<file path="src/rtl/clock_enable_generator.sv">
// clock_enable_generator: lock-qualified, per-channel programmable clock-enable
// strobes derived from the system clock, with shadowed divide/phase registers.
//
// state | meaning
// HOLD  | lock not yet qualified; counters parked at 0, no strobes, configs apply at once
// RUN   | lock qualified (o_valid=1); counters run, configs apply at wrap or i_sync
module clock_enable_generator #(
  parameter int N_CHANNELS   = 3,
  parameter int DIV_WIDTH    = 8,
  parameter int DEFAULT_DIV  = 4,
  parameter int LOCK_CYCLES  = 16,
  parameter int CH_IDX_WIDTH = 2
) (
  input  logic                    i_clock,
  input  logic                    i_reset,
  input  logic                    i_locked,
  input  logic                    i_sync,
  input  logic                    i_cfg_write,
  input  logic [CH_IDX_WIDTH-1:0] i_cfg_channel,
  input  logic [DIV_WIDTH-1:0]    i_cfg_divide,
  input  logic [DIV_WIDTH-1:0]    i_cfg_phase,
  output logic                    o_cfg_error,
  output logic [N_CHANNELS-1:0]   o_pending,
  output logic [N_CHANNELS-1:0]   o_enable,
  output logic                    o_valid
);

  localparam int LOCK_W = $clog2(LOCK_CYCLES + 1);
  localparam logic [LOCK_W-1:0] LOCK_FULL = LOCK_W'(LOCK_CYCLES);
  localparam logic [CH_IDX_WIDTH:0] N_CH = (CH_IDX_WIDTH + 1)'(N_CHANNELS);
  localparam logic [DIV_WIDTH-1:0] DIV_RST = DIV_WIDTH'(DEFAULT_DIV);

  typedef enum logic {
    HOLD = 1'b0,
    RUN  = 1'b1
  } run_state_t;

  run_state_t state_q, state_d;
  logic [LOCK_W-1:0] lock_cnt_q, lock_cnt_d;

  logic [DIV_WIDTH-1:0] cnt_q       [N_CHANNELS];
  logic [DIV_WIDTH-1:0] act_div_q   [N_CHANNELS];
  logic [DIV_WIDTH-1:0] act_phase_q [N_CHANNELS];
  logic [DIV_WIDTH-1:0] sh_div_q    [N_CHANNELS];
  logic [DIV_WIDTH-1:0] sh_phase_q  [N_CHANNELS];
  logic [DIV_WIDTH-1:0] div_m1      [N_CHANNELS];

  logic [N_CHANNELS-1:0] wrap;
  logic [N_CHANNELS-1:0] apply;
  logic [N_CHANNELS-1:0] wr_hit;
  logic                  wr_ok;
  logic [DIV_WIDTH-1:0]  wr_div_m1;
  logic [DIV_WIDTH-1:0]  wr_phase;

  assign o_valid = (state_q == RUN);

  // Lock filter: count consecutive locked cycles, saturating at LOCK_CYCLES.
  always_comb begin
    lock_cnt_d = lock_cnt_q;
    if (!i_locked) begin
      lock_cnt_d = '0;
    end else if (lock_cnt_q != LOCK_FULL) begin
      lock_cnt_d = lock_cnt_q + LOCK_W'(1);
    end
  end

  // Next run state: RUN exactly while the filtered lock count is saturated.
  always_comb begin
    state_d = state_q;
    case (state_q)
      HOLD:    if (lock_cnt_d == LOCK_FULL) state_d = RUN;
      RUN:     if (!i_locked) state_d = HOLD;
      default: state_d = HOLD;
    endcase
  end

  // State and lock counter registers.
  always_ff @(posedge i_clock) begin
    if (!i_reset) begin
      state_q    <= HOLD;
      lock_cnt_q <= '0;
    end else begin
      state_q    <= state_d;
      lock_cnt_q <= lock_cnt_d;
    end
  end

  // Write decode and phase clamp against the incoming divide (0 behaves as 1).
  always_comb begin
    wr_ok     = i_cfg_write && ({1'b0, i_cfg_channel} < N_CH);
    wr_div_m1 = (i_cfg_divide == '0) ? '0 : i_cfg_divide - DIV_WIDTH'(1);
    wr_phase  = (i_cfg_phase > wr_div_m1) ? wr_div_m1 : i_cfg_phase;
  end

  // Per-channel wrap detection and shadow-apply conditions.
  always_comb begin
    wrap   = '0;
    apply  = '0;
    wr_hit = '0;
    for (int ch = 0; ch < N_CHANNELS; ch++) begin
      div_m1[ch] = (act_div_q[ch] == '0) ? '0 : act_div_q[ch] - DIV_WIDTH'(1);
      wrap[ch]   = (cnt_q[ch] == div_m1[ch]);
      apply[ch]  = o_pending[ch] && ((state_q == HOLD) || i_sync || wrap[ch]);
      wr_hit[ch] = wr_ok && (i_cfg_channel == CH_IDX_WIDTH'(ch));
    end
  end

  // Channel counters, strobes, active/shadow config and pending flags.
  always_ff @(posedge i_clock) begin
    if (!i_reset) begin
      o_cfg_error <= 1'b0;
      o_enable    <= '0;
      o_pending   <= '0;
      for (int ch = 0; ch < N_CHANNELS; ch++) begin
        cnt_q[ch]       <= '0;
        act_div_q[ch]   <= DIV_RST;
        act_phase_q[ch] <= '0;
        sh_div_q[ch]    <= DIV_RST;
        sh_phase_q[ch]  <= '0;
      end
    end else begin
      o_cfg_error <= i_cfg_write && !wr_ok;
      for (int ch = 0; ch < N_CHANNELS; ch++) begin
        if (state_q == RUN) begin
          o_enable[ch] <= !i_sync && (cnt_q[ch] == act_phase_q[ch]);
          cnt_q[ch]    <= (i_sync || wrap[ch]) ? '0 : cnt_q[ch] + DIV_WIDTH'(1);
        end else begin
          o_enable[ch] <= 1'b0;
          cnt_q[ch]    <= '0;
        end
        if (apply[ch]) begin
          act_div_q[ch]   <= sh_div_q[ch];
          act_phase_q[ch] <= sh_phase_q[ch];
        end
        // A write landing on an apply edge stays pending; the older shadow goes active.
        if (wr_hit[ch]) begin
          sh_div_q[ch]   <= i_cfg_divide;
          sh_phase_q[ch] <= wr_phase;
          o_pending[ch]  <= 1'b1;
        end else if (apply[ch]) begin
          o_pending[ch]  <= 1'b0;
        end
      end
    end
  end

endmodule

</file>
<file path="config.mk">
export PLATFORM = sky130hd
export DESIGN_NAME = clock_enable_generator
export DESIGN_NICKNAME = d
export VERILOG_FILES = /design/src/rtl/clock_enable_generator.sv
export SDC_FILE = /design/constraint.sdc
export NUM_CORES = 1
export LEC_CHECK = 0
export ABC_CLOCK_PERIOD_IN_PS = 3700
export CAP_MARGIN = 40
export CELL_PAD_IN_SITES_DETAIL_PLACEMENT = 1
export CELL_PAD_IN_SITES_GLOBAL_PLACEMENT = 1
export CORE_UTILIZATION = 44
export DETAILED_ROUTE_END_ITERATION = 12
export PLACE_DENSITY_LB_ADDON = 0.12
export SETUP_SLACK_MARGIN = 0.02
export SLEW_MARGIN = 20
export SYNTH_ARGS = -nofsm -noshare
export SYNTH_HDL_FRONTEND = slang
export SYNTH_SLANG_ARGS = --single-unit
</file>
<file path="constraint.sdc">
create_clock -name i_clock -period 3.7 [get_ports i_clock]
set_clock_uncertainty 0.2 [all_clocks]
set_input_delay 0.74 -clock i_clock [delete_from_list [all_inputs] [get_ports i_clock]]
set_output_delay 0.74 -clock i_clock [all_outputs]
set_load 0.01 [all_outputs]
</file>
* After elaboration in Yosys (flattened, before gate mapping)
Memory sizes are Yosys's and may differ from the RTL's. Cells that the tools add are included.
Operators by class: add/subtract/negate cells 8, multiply operators 0, div/mod/pow operators 0, order comparisons 2, equality and inequality tests 10, shift-type cells 0, mux-type cells 62, bitwise operators 19, reductions and logical operators 29
Operators by type and width (count):
- $mux 8 | 26
- $eq 8x8->1 | 6
- $mux 1 | 33
- $logic_not 8->1 | 4
- $sub 8x1->8 const B | 4
- $add 8x1->8 const B | 3
- $or 1x1->1 | 18
- $logic_and 1x1->1 | 11
- $mux 5 | 2
- $gt 8x8->1 | 1
- $logic_or 1x1->1 | 7
- $reduce_bool 2->1 | 3
- $add 5x1->5 const B | 1
- $eq 5x5->1 const B | 1
- $ne 5x5->1 const B | 1
- $eq 2x1->1 const B | 1
- $eq 2x2->1 const B | 1
- $logic_not 1->1 | 2
- $logic_not 2->1 | 1
- $lt 2x2->1 const B | 1
- $pmux 1 s2 | 1
- $reduce_and 2->1 | 1
- $not 1->1 | 1
Word-level totals: flip-flop bits (word level) 13, latch bits 0, bits in writable memories 120, memory bits (read-only) 0, input bits 23, output and inout port bits 8, word-level logic and storage cells 142, memories 5
Memory list:
- act_div_q | words 3, width 8, read ports 3, clocked after Yosys merged registers in 0, write ports 3, line 42 | logic [DIV_WIDTH-1:0] act_div_q [N_CHANNELS];
- act_phase_q | words 3, width 8, read ports 3, clocked after Yosys merged registers in 0, write ports 3, line 43 | logic [DIV_WIDTH-1:0] act_phase_q [N_CHANNELS];
- cnt_q | words 3, width 8, read ports 3, clocked after Yosys merged registers in 0, write ports 3, line 41 | logic [DIV_WIDTH-1:0] cnt_q [N_CHANNELS];
- sh_div_q | words 3, width 8, read ports 3, clocked after Yosys merged registers in 0, write ports 3, line 44 | logic [DIV_WIDTH-1:0] sh_div_q [N_CHANNELS];
- sh_phase_q | words 3, width 8, read ports 3, clocked after Yosys merged registers in 0, write ports 3, line 45 | logic [DIV_WIDTH-1:0] sh_phase_q [N_CHANNELS];

* Depth between registers and ports, before layout
depth after elaboration 9, mapped depth 13, depth with buffers taken out 12

* Least setup slack after synthesis
Ideal clock, no wire load.
path type input-to-reg, from input i_cfg_divide[4], to memory sh_phase_q[1][2] (netlist: sh_phase_q[0][10]) (data pin), library setup time 0.261 ns, data arrival time 3.559 ns, data required time 3.239 ns, path slack -0.320 ns, cell stages on the path 12, buffers on the path 1, cells stage by stage or4_1 nor4b_1 or2_2 ha_1 nor2b_1 o21a_1 o21a_1 o21ai_0 and3b_1 clkbuf_1 nor3_1 o21a_1
RTL lines:
- from (decl) | line 20 | input logic [DIV_WIDTH-1:0] i_cfg_divide,
- to (decl) | line 45

==> results.json <==
{
  "setup_viol": 0,
  "area_growth_pct": 21.23,
  "nFillCells": 1662,
  "min_period_over_period_pct": 96.54,
  "crit_path_max_fanout": 6,
  "hold_path_class": "reg2reg",
  "r2r_cells": 11,
  "period_needed_ns": 3.572,
  "htreeDepth": 4,
  "start_util_pct": 45.45,
  "cts-root-buf": "clkbuf_16",
  "placed_cell_area_um2": 7745,
  "status": "complete, no violations",
  "antenna_found_initial": 0,
  "portBuffers": 30,
  "synth_top_area_share_pct": 48.32,
  "min_path_cells": 1,
  "synth_compound_area_share_pct": 8.557,
  "route.detailed.drc": 0,
  "ioPinCount": 31,
  "tightestPinTransition_ns": 0.7357,
  "p_per_area_nw_per_um2": 452.1,
  "tritoncts": "done",
  "met2_length_mm": 8.693,
  "finalHoldViolCount": 0,
  "crit_type": "in2reg",
  "place_congestion": 0.8446,
  "synth_area_um2": 6960,
  "die_x_um": 127.8,
  "drt_wl_total_mm": 17.19,
  "slew_violations": 0,
  "yosysUniqueCellTypes": 70,
  "die-height_um": 127.8,
  "grt_max_degree": 41,
  "synth.area.mux_share_pct": 0.4314,
  "synth-seq-area-share_pct": 54.36,
  "ant_nets": 0,
  "critPathMostFrequentCell": "buf_4",
  "synth_area_leader_cell": "edfxtp_1",
  "clk_latency_ns": 0.43,
  "maxSlewHeadroom_pct": 50.83,
  "coreArea_um2": 15310,
  "synthAdderAreaFrac_pct": 3.236,
  "cpLargestDelayFamily": "simple AND/OR/NAND/NOR gates",
  "clkTransAtPathRegs_ns": 0.06,
  "crit_required_ns": 3.75,
  "synth.avg_cell_area_um2": 10.68,
  "irDropWorstVdd_mv": 0.3160,
  "fin_area_um2": 8438,
  "cp-start-kind": "input port",
  "overflow": 0,
  "numCtsBuffers": 17,
  "synthTopCellsByArea": "edfxtp_1 48%, dfxtp_1 6.0%, nor2_1 4.6%",
  "drt-met1-wl_mm": 7.737,
  "yosys_register_bits": 133,
  "worst-path-buf-inv": 5,
  "crit_arrival_ns": 3.62,
  "synth-async-reset-ratio_pct": 0,
  "place_ws_ns": -0.5078,
  "layout_setup_ws_ns": 0.1280,
  "p_leak_nw": 3.113,
  "nets": 766,
  "r2r_setup_slack_ns": 0.19,
  "rows": 45,
  "rsz0062_at_grt": "no",
  "drt_iter0_drc": 277,
  "total_power_mw": 3.815,
  "clock_path_buffers": 2,
  "crit_cells": 14,
  "synth_xor_area_share_pct": 8.431,
  "dr_wl_met3_um": 466,
  "cts.hold.buffers_added": 0,
  "synth_top_family_by_area": "simple AND/OR/NAND/NOR gates",
  "post_drt_via_cell_ratio": 5.365,
  "crit_path_end_kind": "register",
  "cp_cell_sequence": "clkdlybuf4s50_1 > inv_1 > ha_2 > nor4b_4 > buf_4 > buf_4 > or2_2 > ha_4 > a21o_1 > a21oi_2 > and3b_2 > buf_6 > or3_4 > a21oi_4",
  "grt_pass1_vias": 5286,
  "grt_usage_pct": 22.62,
  "routedWlPerCell_um": 18.09,
  "drt-pass1-iter-count": 4,
  "grt_pass1_wl_mm": 27.50,
  "yosys.cell_count.top_type": "edfxtp_1",
  "dr_total_vias": 5097,
  "cts.sinks": 133,
  "drv_cap": 0,
  "synth.top_cells.by_count": "112 x edfxtp_1, 86 x nor2_1, 63 x nand2_1",
  "synth-edff-count": 112,
  "whs_ns": 0.3175,
  "finalCoreUtilization_pct": 55.10,
  "drive_gt1_share_pct": 14.91,
  "crit_slowest_cell": "clkdlybuf4s50_1",
  "syn_inst": 652,
  "die_area_um2": 16330,
  "ys.flop_type": "edfxtp_1",
  "fmax_ghz": 0.2800,
  "dp_hpwl_mm": 13.00,
  "critPathMaxStageDelay_ns": 0.48,
  "top_layer_used": "met4",
  "ys_warn_count": 0,
  "synthSimpleGateAreaFrac_pct": 21.80
}
[logic make-up (layout without fill, tap and decap cells)]
kind of cell | count (synthesis) | count (layout)
simple gates | 295 | 295
flops | 133 | 133
compound gates | 83 | 83
xor+xnor | 67 | 67
buf+inv | 52 | 123
fa+ha+maj | 18 | 18
mux | 3 | 3
other cells | 1 | 17
[final cells by class]
class	instances	area, µm²	area share (%)
well taps	211	264.0	3.129
diodes	1	2.502	0.02966
clock inverters	15	151.4	1.794
clock buffers	17	425.4	5.042
inverters	22	82.58	0.9786
multi-input cells	482	3119	36.97
repair buffers	69	609.3	7.221
flip-flops and latches	133	3784	44.84
[metal layers]
metal,track usage [%],vias up
met1,28.13,2512
met4,9.481,0
met2,38.36,86
met5,0,-
met3,4.633,19
li1,-,2480
[cells in the final DEF, fill, tap and decap left out, drive strengths merged, types with 18 or more instances in the layout]
| cell type | instances |
|---|---|
| buf | 39 |
| dfxtp | 21 |
| clkbuf | 18 |
| nor2 | 86 |
| inv | 26 |
| xor2 | 36 |
| nand2 | 63 |
| xnor2 | 31 |
| nand3 | 29 |
| ha | 18 |
| a21oi | 19 |
| edfxtp | 112 |
| clkdlybuf4s50 | 25 |
[per-stage QoR]
| stage | setup TNS [ns] | std cells |
|---|---|---|
| 2_1_floorplan | 0 | 667 |
| 3_3_place_gp | -8.772 | 913 |
| 3_5_place_dp | -11.38 | 913 |
| 4_1_cts | 0 | 945 |
| 5_1_grt | 0 | 949 |
| 6_report | 0 | 950 |
[final timing paths]
path / start / to
worst max-delay path: i_cfg_divide[1] / sh_phase_q[0][1]
worst min-delay path: sh_div_q[0][10] / act_div_q[0][10]
worst max register to register: act_div_q[0][9] / act_div_q[0][2]
worst min register to register: sh_div_q[0][10] / act_div_q[0][10]
[report_power, final]
group          internal [mW]  total (mW)  leakage, nW  switching [mW]
combinational          0.172       0.384         1.53           0.212
sequential              1.72        1.79         1.30          0.0635
clock                  0.992        1.64        0.283           0.653
total                   2.89        3.81         3.11           0.929
[state kept, by name, summed over array words and instances, names as in the netlist, 3 cells and up]
signal and flops:
lock_cnt_q 5, act_phase_q 24, sh_div_q 24, sh_phase_q 24, o_pending 3, act_div_q 24
cnt_q 24, o_enable 3
[what timing repair did]
action                     4_1_cts  5_1_grt
gates resized for setup          5       16
hold endpoints to repair         0        0
setup endpoints to repair       21       30
cloned                           0        1
setup buffers                    0        2
pin swaps                        4        8
(Power assumes the default switching activity.)
